--- src/rtl/ace_master_ctrl_if.sv ---
// ace_master_ctrl_if: single-beat ACE master bus bundle.
// Carries the AR/R/AW/W/B channels plus the RACK/WACK acknowledges.
// Modports:
//   master - the coherent master (ace_master_ctrl) side
//   slave  - the interconnect side
// Handshake rule on every channel: a beat transfers on a rising edge where
// valid and ready are both high. Once valid is raised, it and its payload
// stay unchanged until that transfer. The source never waits for ready
// before raising valid.
interface ace_master_ctrl_if #(
    parameter int ADDR_W = 32,
    parameter int DATA_W = 128,
    parameter int ID_W   = 4
);
    logic              ar_valid;
    logic              ar_ready;
    logic [ADDR_W-1:0] ar_addr;
    logic [ID_W-1:0]   ar_id;
    logic [3:0]        ar_snoop;
    logic [1:0]        ar_domain;

    logic              r_valid;
    logic              r_ready;
    logic [DATA_W-1:0] r_data;
    logic [3:0]        r_resp;
    logic              r_last;

    logic              aw_valid;
    logic              aw_ready;
    logic [ADDR_W-1:0] aw_addr;
    logic [ID_W-1:0]   aw_id;
    logic [2:0]        aw_snoop;
    logic [1:0]        aw_domain;

    logic              w_valid;
    logic              w_ready;
    logic [DATA_W-1:0] w_data;
    logic              w_last;

    logic              b_valid;
    logic              b_ready;
    logic [1:0]        b_resp;

    logic              rack;
    logic              wack;

    modport master (
        output ar_valid, ar_addr, ar_id, ar_snoop, ar_domain,
        input  ar_ready,
        input  r_valid, r_data, r_resp, r_last,
        output r_ready,
        output aw_valid, aw_addr, aw_id, aw_snoop, aw_domain,
        input  aw_ready,
        output w_valid, w_data, w_last,
        input  w_ready,
        input  b_valid, b_resp,
        output b_ready,
        output rack, wack
    );

    modport slave (
        input  ar_valid, ar_addr, ar_id, ar_snoop, ar_domain,
        output ar_ready,
        output r_valid, r_data, r_resp, r_last,
        input  r_ready,
        input  aw_valid, aw_addr, aw_id, aw_snoop, aw_domain,
        output aw_ready,
        input  w_valid, w_data, w_last,
        output w_ready,
        output b_valid, b_resp,
        input  b_ready,
        input  rack, wack
    );
endinterface

--- src/rtl/ace_master_ctrl.sv ---
// ace_master_ctrl: turns cache controller commands into single-beat ACE
// master transactions.
//   read_req    -> ReadShared  (AR, R, RACK)
//   invalid_req -> MakeUnique  (AR, R, RACK, fill_* untouched)
//   write_req   -> WriteBack   (AW+W, B, WACK)
// Ports:
//   clk, rst          clock, asynchronous active-high reset
//   read_req, write_req, invalid_req, req_addr, wb_data
//                     commands from the cache controller, held until ace_ready
//   ace_ready         one-cycle completion pulse (same cycle as rack/wack)
//   fill_data, fill_shared, fill_dirty
//                     data and IsShared/PassDirty captured from ReadShared
//   ace_error         sticky error flag (SLVERR/DECERR or missing r_last)
//   state_dbg         current FSM state
//   bus               ACE master modport
// All bus valid/ready/ack outputs are decoded from registered state, so no
// output depends combinationally on any input.
module ace_master_ctrl #(
    parameter int ADDR_W    = 32,
    parameter int DATA_W    = 128,
    parameter int ID_W      = 4,
    parameter int MASTER_ID = 0
) (
    input  logic              clk,
    input  logic              rst,
    input  logic              read_req,
    input  logic              write_req,
    input  logic              invalid_req,
    input  logic [ADDR_W-1:0] req_addr,
    input  logic [DATA_W-1:0] wb_data,
    output logic              ace_ready,
    output logic [DATA_W-1:0] fill_data,
    output logic              fill_shared,
    output logic              fill_dirty,
    output logic              ace_error,
    output logic [2:0]        state_dbg,
    ace_master_ctrl_if.master bus
);

    localparam logic [2:0] S_IDLE = 3'd0;
    localparam logic [2:0] S_AR   = 3'd1;
    localparam logic [2:0] S_R    = 3'd2;
    localparam logic [2:0] S_AWW  = 3'd3;
    localparam logic [2:0] S_B    = 3'd4;
    localparam logic [2:0] S_ACK  = 3'd5;

    localparam logic [3:0] SNOOP_READ_SHARED = 4'b0001;
    localparam logic [3:0] SNOOP_MAKE_UNIQUE = 4'b1100;
    localparam logic [2:0] SNOOP_WRITE_BACK  = 3'b011;
    localparam logic [1:0] DOMAIN_OUTER      = 2'b10;

    logic [2:0]        state;
    logic [ADDR_W-1:0] addr_q;
    logic [ID_W-1:0]   id_q;
    logic [3:0]        ar_snoop_q;
    logic [2:0]        aw_snoop_q;
    logic [DATA_W-1:0] data_q;
    logic              aw_done;     // AW beat already accepted in this AWW visit
    logic              w_done;      // W beat already accepted in this AWW visit
    logic              is_read;     // selects rack (1) or wack (0) in ACK
    logic              is_mu;       // MakeUnique: R data is not a line fill

    always_ff @(posedge clk or posedge rst) begin
        if (rst) begin
            state       <= S_IDLE;
            addr_q      <= '0;
            id_q        <= '0;
            ar_snoop_q  <= '0;
            aw_snoop_q  <= '0;
            data_q      <= '0;
            aw_done     <= 1'b0;
            w_done      <= 1'b0;
            is_read     <= 1'b0;
            is_mu       <= 1'b0;
            fill_data   <= '0;
            fill_shared <= 1'b0;
            fill_dirty  <= 1'b0;
            ace_error   <= 1'b0;
        end else begin
            case (state)
                S_IDLE: begin
                    // Fixed priority; lower-priority requests stay asserted
                    // by the cache controller and are picked up later.
                    if (write_req) begin
                        addr_q     <= req_addr;
                        data_q     <= wb_data;
                        id_q       <= ID_W'(MASTER_ID);
                        aw_snoop_q <= SNOOP_WRITE_BACK;
                        aw_done    <= 1'b0;
                        w_done     <= 1'b0;
                        is_read    <= 1'b0;
                        is_mu      <= 1'b0;
                        state      <= S_AWW;
                    end else if (invalid_req) begin
                        addr_q     <= req_addr;
                        id_q       <= ID_W'(MASTER_ID);
                        ar_snoop_q <= SNOOP_MAKE_UNIQUE;
                        is_read    <= 1'b1;
                        is_mu      <= 1'b1;
                        state      <= S_AR;
                    end else if (read_req) begin
                        addr_q     <= req_addr;
                        id_q       <= ID_W'(MASTER_ID);
                        ar_snoop_q <= SNOOP_READ_SHARED;
                        is_read    <= 1'b1;
                        is_mu      <= 1'b0;
                        state      <= S_AR;
                    end
                end
                S_AR: begin
                    if (bus.ar_ready) begin
                        state <= S_R;
                    end
                end
                S_R: begin
                    if (bus.r_valid) begin
                        if (!is_mu) begin
                            fill_data   <= bus.r_data;
                            fill_shared <= bus.r_resp[3];
                            fill_dirty  <= bus.r_resp[2];
                        end
                        if (bus.r_resp[1:0] >= 2'd2 || !bus.r_last) begin
                            ace_error <= 1'b1;
                        end
                        state <= S_ACK;
                    end
                end
                S_AWW: begin
                    if (bus.aw_valid && bus.aw_ready) begin
                        aw_done <= 1'b1;
                    end
                    if (bus.w_valid && bus.w_ready) begin
                        w_done <= 1'b1;
                    end
                    // Leave once both beats are accepted, counting a
                    // handshake happening in this very cycle.
                    if ((aw_done || bus.aw_ready) && (w_done || bus.w_ready)) begin
                        state <= S_B;
                    end
                end
                S_B: begin
                    if (bus.b_valid) begin
                        if (bus.b_resp >= 2'd2) begin
                            ace_error <= 1'b1;
                        end
                        state <= S_ACK;
                    end
                end
                S_ACK: begin
                    state <= S_IDLE;
                end
                default: begin
                    state <= S_IDLE;
                end
            endcase
        end
    end

    assign bus.ar_valid  = (state == S_AR);
    assign bus.ar_addr   = addr_q;
    assign bus.ar_id     = id_q;
    assign bus.ar_snoop  = ar_snoop_q;
    assign bus.ar_domain = DOMAIN_OUTER;

    assign bus.r_ready   = (state == S_R);

    assign bus.aw_valid  = (state == S_AWW) && !aw_done;
    assign bus.aw_addr   = addr_q;
    assign bus.aw_id     = id_q;
    assign bus.aw_snoop  = aw_snoop_q;
    assign bus.aw_domain = DOMAIN_OUTER;

    // Single-beat writes: the only W beat is always the last one.
    assign bus.w_valid   = (state == S_AWW) && !w_done;
    assign bus.w_last    = (state == S_AWW) && !w_done;
    assign bus.w_data    = data_q;

    assign bus.b_ready   = (state == S_B);

    assign bus.rack      = (state == S_ACK) && is_read;
    assign bus.wack      = (state == S_ACK) && !is_read;
    assign ace_ready     = (state == S_ACK);
    assign state_dbg     = state;

endmodule
--- src/flat_wrapper.sv ---
// flat-port wrapper written by rule: the top's interface ports become plain ports
module ace_master_ctrl_flat 
#(
    parameter int ADDR_W    = 32,
    parameter int DATA_W    = 128,
    parameter int ID_W      = 4,
    parameter int MASTER_ID = 0
)
  (clk, rst, read_req, write_req, invalid_req, req_addr, wb_data, ace_ready, fill_data, fill_shared, fill_dirty, ace_error, state_dbg, bus_ar_valid, bus_ar_addr, bus_ar_id, bus_ar_snoop, bus_ar_domain, bus_ar_ready, bus_r_valid, bus_r_data, bus_r_resp, bus_r_last, bus_r_ready, bus_aw_valid, bus_aw_addr, bus_aw_id, bus_aw_snoop, bus_aw_domain, bus_aw_ready, bus_w_valid, bus_w_data, bus_w_last, bus_w_ready, bus_b_valid, bus_b_resp, bus_b_ready, bus_rack, bus_wack);
  ace_master_ctrl_if #(.ADDR_W(ADDR_W), .DATA_W(DATA_W), .ID_W(ID_W)) bus_i ();
  input  logic clk;
  input  logic rst;
  input  logic read_req;
  input  logic write_req;
  input  logic invalid_req;
  input  logic [ADDR_W-1:0] req_addr;
  input  logic [DATA_W-1:0] wb_data;
  output logic ace_ready;
  output logic [DATA_W-1:0] fill_data;
  output logic fill_shared;
  output logic fill_dirty;
  output logic ace_error;
  output logic [2:0] state_dbg;
  output wire logic [$bits(bus_i.ar_valid)-1:0] bus_ar_valid;
  output wire logic [$bits(bus_i.ar_addr)-1:0] bus_ar_addr;
  output wire logic [$bits(bus_i.ar_id)-1:0] bus_ar_id;
  output wire logic [$bits(bus_i.ar_snoop)-1:0] bus_ar_snoop;
  output wire logic [$bits(bus_i.ar_domain)-1:0] bus_ar_domain;
  input wire logic [$bits(bus_i.ar_ready)-1:0] bus_ar_ready;
  input wire logic [$bits(bus_i.r_valid)-1:0] bus_r_valid;
  input wire logic [$bits(bus_i.r_data)-1:0] bus_r_data;
  input wire logic [$bits(bus_i.r_resp)-1:0] bus_r_resp;
  input wire logic [$bits(bus_i.r_last)-1:0] bus_r_last;
  output wire logic [$bits(bus_i.r_ready)-1:0] bus_r_ready;
  output wire logic [$bits(bus_i.aw_valid)-1:0] bus_aw_valid;
  output wire logic [$bits(bus_i.aw_addr)-1:0] bus_aw_addr;
  output wire logic [$bits(bus_i.aw_id)-1:0] bus_aw_id;
  output wire logic [$bits(bus_i.aw_snoop)-1:0] bus_aw_snoop;
  output wire logic [$bits(bus_i.aw_domain)-1:0] bus_aw_domain;
  input wire logic [$bits(bus_i.aw_ready)-1:0] bus_aw_ready;
  output wire logic [$bits(bus_i.w_valid)-1:0] bus_w_valid;
  output wire logic [$bits(bus_i.w_data)-1:0] bus_w_data;
  output wire logic [$bits(bus_i.w_last)-1:0] bus_w_last;
  input wire logic [$bits(bus_i.w_ready)-1:0] bus_w_ready;
  input wire logic [$bits(bus_i.b_valid)-1:0] bus_b_valid;
  input wire logic [$bits(bus_i.b_resp)-1:0] bus_b_resp;
  output wire logic [$bits(bus_i.b_ready)-1:0] bus_b_ready;
  output wire logic [$bits(bus_i.rack)-1:0] bus_rack;
  output wire logic [$bits(bus_i.wack)-1:0] bus_wack;
  assign bus_ar_valid = bus_i.ar_valid;
  assign bus_ar_addr = bus_i.ar_addr;
  assign bus_ar_id = bus_i.ar_id;
  assign bus_ar_snoop = bus_i.ar_snoop;
  assign bus_ar_domain = bus_i.ar_domain;
  assign bus_i.ar_ready = bus_ar_ready;
  assign bus_i.r_valid = bus_r_valid;
  assign bus_i.r_data = bus_r_data;
  assign bus_i.r_resp = bus_r_resp;
  assign bus_i.r_last = bus_r_last;
  assign bus_r_ready = bus_i.r_ready;
  assign bus_aw_valid = bus_i.aw_valid;
  assign bus_aw_addr = bus_i.aw_addr;
  assign bus_aw_id = bus_i.aw_id;
  assign bus_aw_snoop = bus_i.aw_snoop;
  assign bus_aw_domain = bus_i.aw_domain;
  assign bus_i.aw_ready = bus_aw_ready;
  assign bus_w_valid = bus_i.w_valid;
  assign bus_w_data = bus_i.w_data;
  assign bus_w_last = bus_i.w_last;
  assign bus_i.w_ready = bus_w_ready;
  assign bus_i.b_valid = bus_b_valid;
  assign bus_i.b_resp = bus_b_resp;
  assign bus_b_ready = bus_i.b_ready;
  assign bus_rack = bus_i.rack;
  assign bus_wack = bus_i.wack;
  ace_master_ctrl #(.ADDR_W(ADDR_W), .DATA_W(DATA_W), .ID_W(ID_W), .MASTER_ID(MASTER_ID)) u_core (.clk(clk), .rst(rst), .read_req(read_req), .write_req(write_req), .invalid_req(invalid_req), .req_addr(req_addr), .wb_data(wb_data), .ace_ready(ace_ready), .fill_data(fill_data), .fill_shared(fill_shared), .fill_dirty(fill_dirty), .ace_error(ace_error), .state_dbg(state_dbg), .bus(bus_i));
endmodule
--- config.mk ---
export PLATFORM = sky130hd
export DESIGN_NAME = ace_master_ctrl_flat
export DESIGN_NICKNAME = d
export VERILOG_FILES = /design/src/rtl/ace_master_ctrl_if.sv /design/src/rtl/ace_master_ctrl.sv /design/src/flat_wrapper.sv
export SDC_FILE = /design/constraint.sdc
export NUM_CORES = 1
export LEC_CHECK = 0
export CAP_MARGIN = 20
export CORE_AREA = 2 2 253 255
export CTS_BUF_LIST = sky130_fd_sc_hd__clkbuf_16
export DETAILED_ROUTE_END_ITERATION = 6
export DIE_AREA = 0 0 255 257
export PLACE_DENSITY = 0.52
export SYNTH_ARGS = -nofsm -noshare
export SYNTH_HDL_FRONTEND = slang
export SYNTH_SLANG_ARGS = --single-unit
export TNS_END_PERCENT = 5
--- constraint.sdc ---
create_clock -name clk -period 18.3 [get_ports clk]
set_input_delay 3.66 -clock clk [delete_from_list [all_inputs] [get_ports clk]]
set_output_delay 3.66 -clock clk [all_outputs]
set_load 0.02 [all_outputs]
==> metrics.md <==
| Metric | Value |
|---|---|
| Max-cap viol count | `0` |
| Max Transition Viols Final | `0` |
| Cts hold-fix bufs | `0` |
| Status | `completed` |
| DRC violations left | `0` |
| Root buffer cell | `clkbuf_16` |
| Drt first-iter violations | `266` |
| Remaining Overflow, GRT | `0` |
| Initial antenna violation count | `3` |
| CP bufs+invs | `3` |
| Ys async rst share | `100%` |
| Die width | `255 um` |
| Worst R2R Path Depth | `5` |
| CTS tree | `built` |
| Vias in the first global route | `9042` |
| Worst VDD drop | `97.9 uV` |
| Hold Crit Depth | `1` |
| Global-route wire length before repair | `56.7 mm` |
| Fin crit period | `6.40 ns` |
| Clk Latency, worst-skew pair | `0.53 ns` |
| Area delta synth->final | `66.0%` |
| R2R Path Start | `u_core.state_dbg[0]$_DFFE_PP0P_` |
| PwrDens | `189 mW/mm^2` |
| WP data arrival | `6.81 ns` |
| Antenna Violating Nets Remaining | `0` |
| Routed vias | `8274` |
| Crit path max-delay family | `buffers and inverters` |
| CP Cell Sequence | `clkdlybuf4s50_1 > and2_4 > buf_4 > buf_4 > mux2_2` |
| HPWL Detailed | `28.9 mm` |
| Final Cycle Share | `35.0%` |
| R2R setup slack | `14.71 ns` |
| CTS Buffer Depth | `3` |
| Final worst slack | `11.90 ns` |
| Slowest CP cell | `buf_4` |
| Via/cell ratio | `3.73` |
| # clock sinks | `301` |
| F_max | `156 MHz` |
| Post-cts repair resize count | `0` |
| Core area | `0.0627 mm^2` |
| Setup WS pre-CTS | `11.34 ns` |
| Final net count | `1652` |
| DR WL/cell | `17.5 um` |
| IO Pins | `659` |
| Synthesized netlist cell count | `733` |
| Crit path max fanout | `63` |
| Slew HR | `28.4%` |
| Height of the die | `257 um` |
| I/O Buffers | `642` |
| Non-filler instance count after layout | `2217` |
| Row count | `92` |
| Routed wire length | `38.7 mm` |
| Synth Flop Type | `dfrtp_1` |
| DR pass1 iterations | `4` |
| Sequential area share after synthesis | `62.0%` |
| Clock input transition at the sequential cells of the worst setup and hold paths | `0.05 ns` |
| Endpoints failing setup | `0` |
| Cell mode on critical path | `buf_4` |
| Ant diodes | `0` |
| Synthesized area | `0.0122 mm^2` |
| Yosys reg bits | `301` |
| Synth cell types | `37` |
| Share of post-route cells with drive strength above 1 | `18.5%` |
| Synth Warn # | `0` |
| Largest net degree at the start of global routing | `148` |
| Syn_area_per_cell | `16.6 um^2` |
| Hold WS | `0.486 ns` |
| Placer congestion estimate | `0.743` |
| Total GRT Usage | `11.4%` |
| Lkg Pwr | `8.40 nW` |
| Final Hold Viols | `0` |
| FF-to-FF End | `u_core.bus.w_data[60]$_DFFE_PP0P_` |
| Placed cell count | `2153` |
| Hold crit path type | `flip-flop to flip-flop` |
| Worst Tran Pin Value | `1.07 ns` |
| CP Class | `primary input to flip-flop` |
| Number of enable flip-flop cells after synthesis | `0` |
| H-tree depth | `2` |
| CTS Buf Count | `37` |
| Hold Path End | `u_core.fill_data[17]$_DFFE_PP0P_` |
| Worst Setup Start Kind | `primary input` |
| RSZ-0062 raised after global routing | `false` |
| Die ar. | `0.0655 mm^2` |
| Initial Util | `19.4%` |
| Post-CTS Setup Inserts | `0` |
| CP peak stage delay | `0.90 ns` |
| Hold path start | `u_core.fill_data[17]$_DFFE_PP0P_` |
| Fin Setup TNS | `0 ns` |
| Skew final | `0.0101 ns` |
| Required @ worst endpoint | `18.71 ns` |
| Critical path capture point type | `flip-flop` |
## worst reg2reg max path, stage by stage, from the launching register on
cell	delay (ns)
dfrtp_1	0.56
nor3_2	0.31
and2_4	0.35
buf_4	0.85
buf_4	0.97
mux2_2	0.44
## routing by layer
metal	vias to the layer above	part of all wire, %	track usage, %	wire length, um
met5	-	0.10	0	40
met4	6	2.6	3.78	994
met3	59	7.6	3.52	2930
met2	338	52	20.5	20200
met1	4158	38	12.5	14600
li1	3713	-	-	-
## sequential cells by signal, indices dropped and copies added (netlist names)
name	cells
u_core.ace_error	1
u_core.aw_done	1
u_core.bus.ar_addr	32
u_core.bus.ar_snoop	2
u_core.bus.aw_snoop	1
u_core.bus.w_data	128
u_core.fill_data	128
u_core.fill_dirty	1
u_core.fill_shared	1
u_core.is_mu	1
u_core.is_read	1
u_core.state_dbg	3
u_core.w_done	1
## cell usage after synthesis (5+ instances only)
| cell | number | share of area, % |
|---|---|---|
| buf_2 | 13 | 0.54 |
| mux2_1 | 100 | 9.3 |
| dfrtp_1 | 301 | 62 |
| buf_6 | 22 | 2.0 |
| o21ai_0 | 5 | 0.21 |
| a21oi_1 | 5 | 0.21 |
| nand2_1 | 5 | 0.15 |
| inv_1 | 6 | 0.19 |
| mux2_4 | 87 | 11 |
| buf_4 | 49 | 3.0 |
| nor2_1 | 8 | 0.25 |
| mux2_2 | 103 | 9.5 |
## final cells by class
class	instances	area (um^2)
fillers	6166	42600
flip-flops and latches	301	7530
repair buffers	648	6500
multi-input cells	353	3970
well taps	846	1060
clock buffers	37	926
clock inverters	26	160
inverters	6	30.0
## cells in the final DEF, fill, tap and decap left out, types with 2 or more instances in the layout
| cell type | n |
|---|---|
| bufinv_16 | 2 |
| a21oi_1 | 5 |
| buf_4 | 4 |
| o21ai_0 | 5 |
| clkbuf_16 | 37 |
| inv_1 | 18 |
| nand2_1 | 5 |
| clkdlybuf4s50_1 | 642 |
| and3_1 | 2 |
| conb_1 | 14 |
| dfrtp_1 | 301 |
| mux2_4 | 87 |
| mux2_1 | 100 |
| clkinv_1 | 5 |
| mux2_2 | 103 |
| clkinv_2 | 5 |
| nor2_1 | 8 |
## stage by stage
step	utilization, %	power [mW]	area [um^2]
6_report	32.2	3.82	20200
5_1_grt	32.2	4.02	20200
4_1_cts	32.1	3.88	20200
3_5_place_dp	30.4	3.17	19100
3_3_place_gp	30.4	3.16	19100
2_1_floorplan	-	2.24	12200
## worst max-delay path by stage
stage / from / end / slack, ns / cells after the start
floorplan: rst / u_core.ace_error$_DFFE_PP0P_ / 6.32 / 1
global placement: write_req / u_core.bus.w_data[60]$_DFFE_PP0P_ / 11.37 / 5
detailed placement: write_req / u_core.bus.w_data[60]$_DFFE_PP0P_ / 11.34 / 5
CTS: write_req / u_core.bus.w_data[60]$_DFFE_PP0P_ / 11.93 / 5
global route: write_req / u_core.bus.w_data[60]$_DFFE_PP0P_ / 11.76 / 5
finish: write_req / u_core.bus.w_data[60]$_DFFE_PP0P_ / 11.90 / 5
## cells by family (layout without fill, tap and decap cells)
logic type | count (synthesis) | in the layout | share of synthesized area, %
DFF | 301 | 301 | 62.0
buffers and inverters | 91 | 717 | 5.82
and+or+nand+nor | 31 | 31 | 1.56
other | 2 | 14 | 0.0618
AOI/OAI and AO/OA | 18 | 18 | 1.05
muxes | 290 | 290 | 29.5
## report_power, final
group	switching, mW	internal [mW]	total, mW
combinational	0.894	1.04	1.93
clock	0.282	0.392	0.675
sequential	0.206	1.00	1.21
total	1.38	2.43	3.82
Note: power is estimated with default switching activity, not from simulation.
